## src/rtl/mesh_pkg.sv

```systemverilog
// ---------------------------------------------------------------------------
// mesh_pkg
// Shared definitions for the 2D-mesh matrix multiplier result path.
//   drain_state_e : readout FSM states (IDLE, STREAM)
//   MESH_N, ACC_W : default mesh dimension and accumulator width
//   clog2()       : index width helper; returns at least 1
// ---------------------------------------------------------------------------
package mesh_pkg;

  localparam int MESH_N = 3;
  localparam int ACC_W  = 12;

  typedef enum logic {
    IDLE   = 1'b0,
    STREAM = 1'b1
  } drain_state_e;

  // Ceiling log2, clamped to 1 so a counter always has at least one bit.
  function automatic int clog2(input int value);
    int res;
    int v;
    res = 0;
    v   = value - 1;
    while (v > 0) begin
      res++;
      v = v >> 1;
    end
    return (res == 0) ? 1 : res;
  endfunction

endpackage

```

## src/rtl/mesh_result_drain_if.sv

```systemverilog
// ---------------------------------------------------------------------------
// mesh_result_drain_if
// Valid/ready result stream from the drain to its consumer.
//   DOUT  : current result element (W bits)
//   VALID : DOUT holds a result
//   READY : consumer accepts DOUT this cycle
//   LAST  : asserted with VALID on the final element of a snapshot
// Modports: master = drain side, slave = consumer side.
// ---------------------------------------------------------------------------
interface mesh_result_drain_if
  import mesh_pkg::*;
#(
  parameter int W = ACC_W
);

  logic [W-1:0] DOUT;
  logic         VALID;
  logic         READY;
  logic         LAST;

  modport master (
    output DOUT,
    output VALID,
    output LAST,
    input  READY
  );

  modport slave (
    input  DOUT,
    input  VALID,
    input  LAST,
    output READY
  );

endinterface

```

## src/rtl/drain_idx_ctr.sv

```systemverilog
// ---------------------------------------------------------------------------
// drain_idx_ctr
// Element index counter for the result drain.
//   CLK, RST : clock, asynchronous active-high reset
//   clr      : synchronous return to 0 (has priority over inc)
//   inc      : advance by one
//   count    : current index, 0 .. COUNT-1
//   tc       : terminal count, high while count == COUNT-1
// The owner never asserts inc at terminal count, so the index cannot wrap.
// ---------------------------------------------------------------------------
module drain_idx_ctr
  import mesh_pkg::*;
#(
  parameter int COUNT = MESH_N * MESH_N,
  parameter int IW    = clog2(COUNT)
) (
  input  logic          CLK,
  input  logic          RST,
  input  logic          clr,
  input  logic          inc,
  output logic [IW-1:0] count,
  output logic          tc
);

  logic [IW-1:0] count_q;

  // NOTE: sequential state is written with non-blocking assignments only, so
  // every flop samples the pre-edge values of its neighbours.
  always_ff @(posedge CLK or posedge RST) begin
    if (RST) begin
      count_q <= '0;
    end else if (clr) begin
      count_q <= '0;
    end else if (inc) begin
      count_q <= count_q + IW'(1);
    end
  end

  assign count = count_q;
  assign tc    = (count_q == IW'(COUNT - 1));

endmodule

```

## src/rtl/mesh_result_drain.sv

```systemverilog
// ---------------------------------------------------------------------------
// mesh_result_drain
// Readout engine for the N x N mesh accumulators. A CAPTURE pulse in IDLE
// snapshots every accumulator, pulses CLR_ACC for one cycle, and the snapshot
// is then streamed row-major, one element per accepted beat.
//   CLK, RST : clock, asynchronous active-high reset
//   CAPTURE  : single-cycle "mesh result ready" pulse (ignored while BUSY)
//   ACC_IN   : flattened accumulators, element (r,c) at [(r*N+c)*W +: W]
//   CLR_ACC  : one-cycle clear pulse to the processing elements
//   BUSY     : snapshot held or being streamed
//   bus      : valid/ready result stream (master side)
// Every output comes from a flop or from registered state, so neither READY
// nor CAPTURE has a combinational path to an output.
// ---------------------------------------------------------------------------
module mesh_result_drain
  import mesh_pkg::*;
#(
  parameter int N = MESH_N,
  parameter int W = ACC_W
) (
  input  logic                CLK,
  input  logic                RST,
  input  logic                CAPTURE,
  input  logic [N*N*W-1:0]    ACC_IN,
  output logic                CLR_ACC,
  output logic                BUSY,
  mesh_result_drain_if.master bus
);

  localparam int NN = N * N;
  localparam int IW = clog2(NN);

  drain_state_e  state_q;
  drain_state_e  state_d;
  logic          load;
  logic          accept;
  logic          idx_clr;
  logic          idx_inc;
  logic [IW-1:0] idx;
  logic          idx_tc;
  logic          clr_q;
  logic [W-1:0]  snap_q [NN];

  // -------------------------------------------------------------------------
  // FSM: state register
  // -------------------------------------------------------------------------
  always_ff @(posedge CLK or posedge RST) begin
    if (RST) begin
      state_q <= IDLE;
    end else begin
      state_q <= state_d;
    end
  end

  // -------------------------------------------------------------------------
  // FSM: next state and control strobes
  // -------------------------------------------------------------------------
  // NOTE: every signal driven here gets a default before the case statement;
  // a path that left one unassigned would infer a latch.
  always_comb begin
    state_d = state_q;
    load    = 1'b0;
    accept  = 1'b0;
    unique case (state_q)
      IDLE: begin
        // READY is irrelevant here; only a capture starts a drain.
        if (CAPTURE) begin
          load    = 1'b1;
          state_d = STREAM;
        end
      end
      STREAM: begin
        // CAPTURE is deliberately not looked at in this state, including on
        // the final handshake, so a stray pulse neither reloads nor clears.
        if (bus.READY) begin
          accept = 1'b1;
          if (idx_tc) begin
            state_d = IDLE;
          end
        end
      end
      default: state_d = IDLE;
    endcase
  end

  // Index returns to 0 on a new snapshot and after the last beat.
  assign idx_clr = load | (accept & idx_tc);
  assign idx_inc = accept & ~idx_tc;

  drain_idx_ctr #(
    .COUNT (NN),
    .IW    (IW)
  ) u_idx_ctr (
    .CLK   (CLK),
    .RST   (RST),
    .clr   (idx_clr),
    .inc   (idx_inc),
    .count (idx),
    .tc    (idx_tc)
  );

  // -------------------------------------------------------------------------
  // Snapshot buffer. Loaded from ACC_IN on the capture edge itself, so the
  // clear pulse that follows can never reach the stored values.
  // -------------------------------------------------------------------------
  // NOTE: this buffer is small and lives in flops, and reset must leave it
  // holding zeros, so it is reset like any other register.
  always_ff @(posedge CLK or posedge RST) begin
    if (RST) begin
      for (int i = 0; i < NN; i++) begin
        snap_q[i] <= '0;
      end
    end else if (load) begin
      for (int i = 0; i < NN; i++) begin
        snap_q[i] <= ACC_IN[i*W +: W];
      end
    end
  end

  // Clear pulse is registered: high for exactly the cycle after capture.
  always_ff @(posedge CLK or posedge RST) begin
    if (RST) begin
      clr_q <= 1'b0;
    end else begin
      clr_q <= load;
    end
  end

  // -------------------------------------------------------------------------
  // Outputs, decoded from registered state only. DOUT is forced to 0 outside
  // STREAM so reset and idle present a clean bus.
  // -------------------------------------------------------------------------
  assign CLR_ACC   = clr_q;
  assign BUSY      = (state_q == STREAM);
  assign bus.VALID = (state_q == STREAM);
  assign bus.LAST  = (state_q == STREAM) && idx_tc;
  assign bus.DOUT  = (state_q == STREAM) ? snap_q[idx] : '0;

endmodule

```

## src/flat_wrapper.sv

```systemverilog
// flat-port wrapper written by rule: the top's interface ports become plain ports
module mesh_result_drain_flat import mesh_pkg::*;
#(
  parameter int N = MESH_N,
  parameter int W = ACC_W
)
  (CLK, RST, CAPTURE, ACC_IN, CLR_ACC, BUSY, bus_DOUT, bus_VALID, bus_LAST, bus_READY);
  mesh_result_drain_if #(.W(W)) bus_i ();
  input  logic CLK;
  input  logic RST;
  input  logic CAPTURE;
  input  logic [N*N*W-1:0] ACC_IN;
  output logic CLR_ACC;
  output logic BUSY;
  output wire logic [$bits(bus_i.DOUT)-1:0] bus_DOUT;
  output wire logic [$bits(bus_i.VALID)-1:0] bus_VALID;
  output wire logic [$bits(bus_i.LAST)-1:0] bus_LAST;
  input wire logic [$bits(bus_i.READY)-1:0] bus_READY;
  assign bus_DOUT = bus_i.DOUT;
  assign bus_VALID = bus_i.VALID;
  assign bus_LAST = bus_i.LAST;
  assign bus_i.READY = bus_READY;
  mesh_result_drain #(.N(N), .W(W)) u_core (.CLK(CLK), .RST(RST), .CAPTURE(CAPTURE), .ACC_IN(ACC_IN), .CLR_ACC(CLR_ACC), .BUSY(BUSY), .bus(bus_i));
endmodule
```

## config.mk

```make
export PLATFORM = sky130hd
export DESIGN_NAME = mesh_result_drain_flat
export DESIGN_NICKNAME = d
export VERILOG_FILES = /design/src/rtl/mesh_pkg.sv /design/src/rtl/mesh_result_drain_if.sv /design/src/rtl/drain_idx_ctr.sv /design/src/rtl/mesh_result_drain.sv /design/src/flat_wrapper.sv
export SDC_FILE = /design/constraint.sdc
export NUM_CORES = 1
export LEC_CHECK = 0
export ABC_AREA = 1
export ABC_CLOCK_PERIOD_IN_PS = 3900
export CAP_MARGIN = 20
export CORE_ASPECT_RATIO = 1.4
export CORE_MARGIN = 3
export CORE_UTILIZATION = 40
export CTS_CLUSTER_DIAMETER = 50
export CTS_CLUSTER_SIZE = 28
export DETAILED_ROUTE_END_ITERATION = 7
export PLACE_DENSITY = 0.66
export RECOVER_POWER = 50
export SYNTH_ARGS = -nofsm -noshare
export SYNTH_HDL_FRONTEND = slang
export SYNTH_SLANG_ARGS = --single-unit
export TNS_END_PERCENT = 100
```

## constraint.sdc

```tcl
create_clock -name CLK -period 3.9 [get_ports CLK]
set_input_delay 0.585 -clock CLK [delete_from_list [all_inputs] [get_ports CLK]]
set_output_delay 0.585 -clock CLK [all_outputs]
set_load 0.01 [all_outputs]
```

# Word level (Yosys, flattened, before mapping)

Cells that the tools add are included.

Flip-flop bits (word level): 114
Input bits: 112
Output and inout port bits: 16
Logic and storage cells: 36

Add/sub/neg operators: 1
Magnitude comparators: 1
Eq/ne operators: 1
Multiplexer cells: 13
Bitwise operators: 6
Reduce and logical (&&, ||, !) cells: 2

Operators with widths:

| kind                  | count |
|---|---|
| $bmux W12 S4          | 1 |
| $mux W12              | 3 |
| $mux W4               | 2 |
| $mux W1               | 6 |
| $ge A5 B5 Y1 const B  | 1 |
| $not A4 Y5            | 1 |
| $add A4 B1 Y4 const B | 1 |
| $eq A4 B4 Y1 const B  | 1 |
| $and A1 B1 Y1         | 2 |
| $not A1 Y1            | 2 |
| $pmux W1 S2           | 1 |
| $reduce_bool A2 Y1    | 1 |
| $logic_and A1 B1 Y1   | 1 |
| $or A1 B1 Y1          | 1 |

# Longest topological paths before layout

Gate-level depths: netlist of the first run.

Depth after elaboration: 5
Mapped depth: 9
Mapped depth without buffers: 7

# Cells and area by module

From an unflattened synthesis of the first run, not the netlist that was laid out.

Cell total of the unflattened synthesis: 739
Area total of the unflattened synthesis: 5,569.1 um^2

Modules (own cells, without submodules):

| module            | instances | cells an instance | area an instance (um^2) | seq. area each (um^2) |
|---|---|---|---|---|
| mesh_result_drain | 1         | 710               | 5,340.1                 | 2,752.6 |
| drain_idx_ctr     | 1         | 29                | 229.0                   | 100.1 |

# Least setup slack after synthesis of the first run

OpenSTA, ideal clock, no wires.

Path type: reg2out
Start: register u_core.u_idx_ctr.count_q[1], in the netlist u_core.u_idx_ctr.count[1]
End: output bus_DOUT[10]
Data arrival time: 1.225 ns
Data required time: 3.315 ns
Setup slack: 2.090 ns
Cell stages (with the launch flop): 6
Path buffers: 2
Cell sequence: dfrtp_1 -> buf_6 -> nor4_4 -> buf_6 -> nand2_1 -> a21oi_2

Word-level cells in the longest chain between the ends: 5

Ends and longest elaborated chain:

| what                                         | RTL line                 | RTL |
|---|---|---|
| start, declared                              | drain_idx_ctr.sv:25      | `logic [IW-1:0] count_q;` |
| start signal, assigned                       | drain_idx_ctr.sv:35      | `count_q <= count_q + IW'(1);` |
| $not A4 Y5 (not written as such)             | mesh_result_drain.sv:137 | `assign bus.DOUT = (state_q == STREAM) ? snap_q[idx] : '0;` |
| $bmux W12 S4                                 | mesh_result_drain.sv:137 |  |
| $mux W12 (not written as such) (2 in series) | mesh_result_drain.sv:137 |  |
| $mux W12                                     | mesh_result_drain.sv:137 |  |
| end, declared                                | flat_wrapper.sv:15       | `output wire logic [$bits(bus_i.DOUT)-1:0] bus_DOUT;` |

No other way between the ends. The select of a mux whose other input is x is not followed.

# Worst setup path after layout of the first run

Start: register u_core.u_idx_ctr.count_q[0], in the netlist u_core.u_idx_ctr.count[0]
End: output bus_DOUT[10]

Same word-level chain as after synthesis.

==> results of run 1 <==
[cell type report]
class,instances,area share
sequential,114,0.381
tap,182,0.0304
multi-input combinational,480,0.282
clock buffer,21,0.0614
inverter,93,0.0466
timing repair buffer,133,0.178
clock inverter,10,0.0210
[state kept, by name, summed over array words and instances, names as in the netlist]
register                flops
u_core.snap_q             108
u_core.u_idx_ctr.count      4
u_core.BUSY                 1
u_core.CLR_ACC              1
[layer usage]
metal	global-route usage	vias up
met2	0.371	172
met3	0.0581	47
met5	0	-
met1	0.262	2388
met4	0.122	0
li1	-	2480
[power by group through the flow]
| stage | sequential, uW | combinational, uW | clock (uW) |
|---|---|---|---|
| after CTS | 2080 | 2650 | 1650 |
| final | 2080 | 2640 | 1630 |
| after global placement | 2070 | 2580 | 0 |
| after global routing | 2140 | 2940 | 1710 |
| after detailed placement | 2090 | 2620 | 0 |
| after floorplan | 1950 | 1800 | 0 |
[synth_stat cells (all sizes together)]
master | count | area share
o21ai | 86 | 0.078
dfrtp | 114 | 0.51
nand2 | 268 | 0.18
nor4 | 1 | 0.0038
clkbuf | 5 | 0.0034
nand3 | 75 | 0.069
a21oi | 15 | 0.020
buf | 40 | 0.039
inv | 93 | 0.063
nor3 | 3 | 0.0036
ha | 2 | 0.0045
nor2 | 30 | 0.021
[cell families (layout without fill, tap and decap cells)]
| kind of cell | count (synthesis) | in the layout | share of synthesized area |
|---|---|---|---|
| buffers and inverters | 138 | 257 | 0.106 |
| and+or+nand+nor | 377 | 377 | 0.278 |
| DFF | 114 | 114 | 0.514 |
| AOI/OAI and AO/OA | 101 | 101 | 0.0978 |
| adders and majority gates | 2 | 2 | 0.00451 |
[critical path, delay by kind of cell, from the launching register on]
family          cells  cell delay (ns)
compound gates      1             0.18
buf+inv             2             0.99
flops               1             0.71
simple gates        4             0.56
[worst paths after layout]
| kind | endpoint | from | slack, ns |
|---|---|---|---|
| max | bus_DOUT[10] | u_core.u_idx_ctr.count[0] | 0.47 |
| min | u_core.snap_q[6] | u_core.snap_q[6] | 0.47 |
| max reg2reg | u_core.snap_q[86] | u_core.BUSY | 1.51 |
| min reg2reg | u_core.snap_q[6] | u_core.snap_q[6] | 0.47 |
| max in group asynchronous | u_core.u_idx_ctr.count[0] | RST | 0.84 |
| min in group asynchronous | u_core.snap_q[67] | RST | 1.47 |
[through the flow]
| stage | hold slack, ns | worst slack, ns | instance area (um2) | util |
|---|---|---|---|---|
| floorplan | 0.442 | 0.299 | 5550 | - |
| global placement | 0.456 | 0.966 | 6890 | 0.512 |
| detailed placement | 0.461 | 0.953 | 6890 | 0.512 |
| CTS | 0.475 | 0.498 | 7510 | 0.558 |
| global route | 0.491 | 0.248 | 7500 | 0.557 |
| finish | 0.472 | 0.466 | 7500 | 0.557 |
==> metrics.md, run 1 <==
| Metric | Value |
|---|---|
| Max Freq | 0.291 GHz |
| RSZ-0062 raised after global routing | no |
| Net count after synthesis | 846 |
| Slowest CP cell | dfrtp_2 |
| Post-route minimum period | 3.43 ns |
| Crit Path Max Fanout | 40 |
| Residual DRC count | 0 |
| Post-Syn Area per Cell | 7.59 um2 |
| Hold Path Depth | 2 |
| Slew margin rel. | -0.624 |
| Most common cell after layout, fill and taps aside | nand2_1 |
| Setup violators final | 0 |
| Power Internal | 3920 uW |
| Worst Setup Start Kind | flip-flop |
| Met2 wire len | 8.23 mm |
| Initial drt markers | 403 |
| Hold-fix buffers, CTS | 0 |
| Total core area | 13500 um2 |
| ANT cells | 0 |
| First-pass GRT wire length | 26.9 mm |
| DR vias | 5087 |
| Hold WC Path Type | flip-flop to flip-flop |
| DP Cell Count | 1002 |
| GR Util All Layers | 0.223 |
| Clk network pwr share | 0.257 |
| Antenna Nets Post-Route | 0 |
| Placer congestion estimate | 0.872 |
| Synth Warn # | 0 |
| Port bufs | 127 |
| Vias in the first global route | 5331 |
| Clock Tree Buf Depth | 2 |
| Gate Count Post-Synth | 732 |
| HPWL Detailed | 12.1 mm |
| Hold Fails Final Rpt | 0 |
| Post-DR vias/cell | 4.92 |
| Synth Register Bits | 114 |
| Worst path max stage delay | 0.71 ns |
| CTS tree | yes |
| Outcome | finished with violations |
| Worst EP arrival | 2.85 ns |
| Die height | 145 um |
| Slew at the pin with the worst max-slew slack | 2.43 ns |
| Distinct cells, synth | 21 |
| GRT Residual Overflow | 0 |
| Fillers | 1236 |
| FF/Latch Area | 2850 um2 |
| Initial core utilization | 0.413 |
| Mapped Area | 5550 um2 |
| TritonRoute pass-1 iters | 6 |
| CTS buffer count | 17 |
| Synthesis-to-finish area growth | 35.0% |
| Num rows | 50 |
| Final Max Slew Viols | 107 |
| Top sig layer | met4 |
| Layout cells sized above 1 | 0.0611 |
| Initial antenna violation count | 0 |
| Cell mode on critical path | nand3_1 |
| Cts repair resizes | 0 |
| Die area | 15400 um2 |
| I/O pins | 128 |
| DR WL/cell | 15.8 um |
| CTS H-tree lvls | 4 |
| Metal3 WL | 906 um |
| Clock Pin Slew Worst Setup and Hold Paths | 0.05 ns |
| Final Power | 6350 uW |
| Req. time, crit path | 3.31 ns |
| PD cells | 847 nW/um2 |
| Crit end category | output port |
| Net Sw Frac | 0.383 |
| Sequential area share after synthesis | 0.514 |
| Clock Sink Count | 114 |
| Finished Layout Cells | 1033 |
| Clk Latency, worst-skew pair | 0.41 ns |
| Final WL | 16.4 mm |
| Sequential share of power | 0.327 |
| Tcrit/Tclk final | 0.880 |
| P_sw | 2430 uW |
| NumNets Final | 953 |
| Largest net degree at the start of global routing | 153 |
| Clock skew | 0.00992 ns |
| Worst VDD drop | 0.411 mV |
| Failing checks | max-capacitance violations, max-slew violations |
| Setup CP Type | flip-flop to output port |
| Crit-path cells | inv_2, nand2_1, nand3_1, nand3_1, nand3_1, a21oi_2, clkdlybuf4s50_1 |
| Clock Root Buffer | clkbuf_16 |
| Worst reg2reg path depth | 4 |
| Setup TNS | 0 ns |
| Logic pwr share | 0.416 |
| Leak | 0.00353 uW |
| Multi-input combinational cell area | 2110 um2 |
| Max-cap violation count | 2 |
| Die boundary width | 106 um |
| Setup repair bufs after CTS | 0 |
| Commonest non-fill, non-tap cells in the layout | 268 x nand2_1, 125 x clkdlybuf4s50_1, 113 x dfrtp_1, 90 x inv_1, 78 x o21ai_1 |
| M1 WL | 6.51 mm |
No activity file was read; power rests on OpenSTA's default activity.
==> run 2, diff against run 1 <==
--- a/config.mk
+++ b/config.mk
@@ -9,12 +9,11 @@
 export ABC_CLOCK_PERIOD_IN_PS = 3900
 export CAP_MARGIN = 20
 export CORE_ASPECT_RATIO = 1.4
-export CORE_MARGIN = 3
-export CORE_UTILIZATION = 40
+export CORE_UTILIZATION = 25
 export CTS_CLUSTER_DIAMETER = 50
 export CTS_CLUSTER_SIZE = 28
 export DETAILED_ROUTE_END_ITERATION = 7
-export PLACE_DENSITY = 0.66
+export GPL_ROUTABILITY_DRIVEN = 0
 export RECOVER_POWER = 50
 export SYNTH_ARGS = -nofsm -noshare
 export SYNTH_HDL_FRONTEND = slang
==> run 2 against run 1 <==
  * Sequential share of layout area down 0.48 points
  * The run still ends with max-capacitance violations, max-slew violations left
  * Critical endpoint is now bus_DOUT[11]
  * Clock power decreased by 2%
  * Sequential power is essentially flat
  * Routed wire length is 7.5% higher
  * Clock skew shrank 0.0053 ns
  * Total power decreased by 0.92%
  * Sequential cell count is the same
  * Maximum frequency increased by 3.8%
==> metrics.md, run 2 (synthesized netlist as in run 1, its figures left out) <==
| Metric | Value |
|---|---|
| Setup WS post-layout | 0.593 ns (was 0.466 ns) |
| Leak | 0.00352 uW (was 0.00353 uW) |
| Clock Tree Buf Depth | 2 (unchanged) |
| Setup CP Type | flip-flop to output port (unchanged) |
| Final WL | 17.6 mm (was 16.4 mm) |
| Hold_sp | u_core.snap_q[4] (was u_core.snap_q[6]) |
| Clk Latency, worst-skew pair | 0.40 ns (was 0.41 ns) |
| Post-DR vias/cell | 4.30 (was 4.92) |
| Finished Layout Cells | 1147 (was 1033) |
| Tcrit/Tclk final | 0.848 (was 0.880) |
| Worst Setup Start Kind | flip-flop (unchanged) |
| Max-cap violation count | 2 (unchanged) |
| Max FFs per register | 108 (unchanged) |
| Die area | 22800 um2 (was 15400 um2) |
| Die boundary width | 128 um (was 106 um) |
| Clock Sink Count | 114 (unchanged) |
| CTS buffer count | 17 (unchanged) |
| Reg-to-Reg End | u_core.snap_q[91] (was u_core.snap_q[86]) |
| HPWL Detailed | 12.9 mm (was 12.1 mm) |
| CP Launch Point | u_core.u_idx_ctr.count[0] (unchanged) |
| Total core area | 21800 um2 (was 13500 um2) |
| Port bufs | 127 (unchanged) |
| Setup TNS | 0 ns (unchanged) |
| Clk network pwr share | 0.253 (was 0.257) |
| Residual DRC count | 0 (unchanged) |
| Flop2flop setup slack | 0.99 ns (was 1.51 ns) |
| Largest net degree at the start of global routing | 195 (was 153) |
| Setup violators final | 0 (unchanged) |
| Biggest register | u_core.snap_q (unchanged) |
| Crit Reg-Reg Startpoint | u_core.BUSY (unchanged) |
| DR WL/cell | 15.3 um (was 15.8 um) |
| Worst path max stage delay | 0.60 ns (was 0.71 ns) |
| Layout cells sized above 1 | 0.0624 (was 0.0611) |
| Worst VDD drop | 0.418 mV (was 0.411 mV) |
| Clock Root Buffer | clkbuf_16 (unchanged) |
| Hold-fix buffers, CTS | 0 (unchanged) |
| First-pass GRT wire length | 27.1 mm (was 26.9 mm) |
| Max Freq | 0.302 GHz (was 0.291 GHz) |
| DP Worst Slack | 1.00 ns (was 0.953 ns) |
| P_sw | 2410 uW (was 2430 uW) |
| Most common cell after layout, fill and taps aside | nand2_1 (unchanged) |
| Sequential share of power | 0.327 (about the same) |
| Initial drt markers | 363 (was 403) |
| NumNets Final | 951 (was 953) |
| Final Power | 6290 uW (was 6350 uW) |
| Num rows | 64 (was 50) |
| Power Internal | 3880 uW (was 3920 uW) |
| Logic pwr share | 0.419 (was 0.416) |
| Worst EP arrival | 2.72 ns (was 2.85 ns) |
| FF/Latch Area | 2850 um2 (unchanged) |
| Net Sw Frac | 0.384 (was 0.383) |
| Slowest CP cell | dfrtp_2 (unchanged) |
| Post-route minimum period | 3.31 ns (was 3.43 ns) |
| DR vias | 4936 (was 5087) |
| Antenna Nets Post-Route | 0 (unchanged) |
| Crit Path Max Fanout | 44 (was 40) |
| RSZ-0062 raised after global routing | no (unchanged) |
| Hold Path Depth | 2 (unchanged) |
| Hold WC Path Type | flip-flop to flip-flop (unchanged) |
| Outcome | finished with violations (unchanged) |
| Initial antenna violation count | 0 (unchanged) |
| Setup repair bufs after CTS | 0 (unchanged) |
| ANT cells | 0 (unchanged) |
| Cts repair resizes | 0 (unchanged) |
| DP Cell Count | 1115 (was 1002) |
| Hold Fails Final Rpt | 0 (unchanged) |
| GRT Residual Overflow | 0 (unchanged) |
| Crit end category | output port (unchanged) |
| Final Max Slew Viols | 237 (was 107) |
| Synthesis-to-finish area growth | 36.8% (was 35.0%) |
| TritonRoute pass-1 iters | 4 (was 6) |
| Commonest non-fill, non-tap cells in the layout | 268 x nand2_1, 125 x clkdlybuf4s50_1, 113 x dfrtp_1, 89 x inv_1, 79 x o21ai_1 (was 268 x nand2_1, 125 x clkdlybuf4s50_1, 113 x dfrtp_1, 90 x inv_1, 78 x o21ai_1) |
| Tightest hold margin | 0.467 ns (was 0.472 ns) |
| Multi-input combinational cell area | 2110 um2 (unchanged) |
| Fillers | 2297 (was 1236) |
| Slew margin rel. | -0.370 (was -0.624) |
| Crit-path cells | buf_4, nor2_1, nor2_1, nand2_1, nand3_1, nand3_1, a21oi_1, clkdlybuf4s50_1 (was inv_2, nand2_1, nand3_1, nand3_1, nand3_1, a21oi_2, clkdlybuf4s50_1) |
| Die height | 178 um (was 145 um) |
| CTS tree | yes (unchanged) |
| Initial core utilization | 0.255 (was 0.413) |
| PD cells | 829 nW/um2 (was 847 nW/um2) |
| Worst reg2reg path depth | 4 (unchanged) |
| Vias in the first global route | 5028 (was 5331) |
| Slew at the pin with the worst max-slew slack | 2.05 ns (was 2.43 ns) |
| Failing checks | max-capacitance violations, max-slew violations (unchanged) |
| I/O pins | 128 (unchanged) |
| Clock skew | 0.00465 ns (was 0.00992 ns) |
| Clock Pin Slew Worst Setup and Hold Paths | 0.05 ns (about the same) |
| GR Util All Layers | 0.159 (was 0.223) |
| Req. time, crit path | 3.31 ns (about the same) |
| Worst hold endpoint | u_core.snap_q[4] (was u_core.snap_q[6]) |
| CTS H-tree lvls | 4 (unchanged) |
==> run 2: cell types whose count changed in the layout (fill, tap and decap cells not counted), sizes merged <==
cell / change
inv: -1
clkinv: +3
clkinvlp: -1
clkbuf: +2
bufinv: -1
buf: -3
==> run 2: final cells by class <==
class                           instances  area share
Sequential cell                       114       0.376
Multi-Input combinational cell        480       0.278
Timing Repair Buffer                  131       0.171
Clock buffer                           22      0.0624
Tap cell                              297      0.0489
Inverter                               93      0.0461
Clock inverter                         10      0.0173
==> run 2: stage by stage <==
step            util  cell area, um2
2_1_floorplan      -            5550
3_3_place_gp   0.322            7020
6_report       0.349            7590
4_1_cts        0.350            7630
5_1_grt        0.349            7590
3_5_place_dp   0.322            7020
==> run 2: worst max-delay path, delay by kind of cell (launching register included) <==
| family | cells | cell delay (ns) |
|---|---|---|
| DFF | 1 | 0.60 |
| and+or+nand+nor | 5 | 0.41 |
| buffers and inverters | 2 | 1.04 |
| AOI/OAI and AO/OA | 1 | 0.26 |
==> run 2: worst max path at each step <==
stage	to	slack [ns]
2_1_floorplan	u_core.BUSY	0.30
3_3_place_gp	bus_DOUT[11]	1.05
3_5_place_dp	bus_DOUT[11]	1.00
4_1_cts	bus_DOUT[11]	0.56
5_1_grt	u_core.u_idx_ctr.count[0]	0.31
6_report	bus_DOUT[11]	0.59
==> run 2: power by group through the flow <==
stage / Combinational [uW] / Sequential [uW] / Clock (uW)
finish: 2640 / 2060 / 1590
global route: 2950 / 2120 / 1670
CTS: 2670 / 2050 / 1630
detailed placement: 2650 / 2070 / 0
global placement: 2620 / 2060 / 0
floorplan: 1800 / 1950 / 0
==> run 2: routing by layer <==
layer  track usage  up-vias  part of all wire
met1         0.190     2315              0.42
met3        0.0333       31             0.044
met4        0.0765        0             0.031
met5             0        -                 0
li1              -     2479                 -
met2         0.272      111              0.51
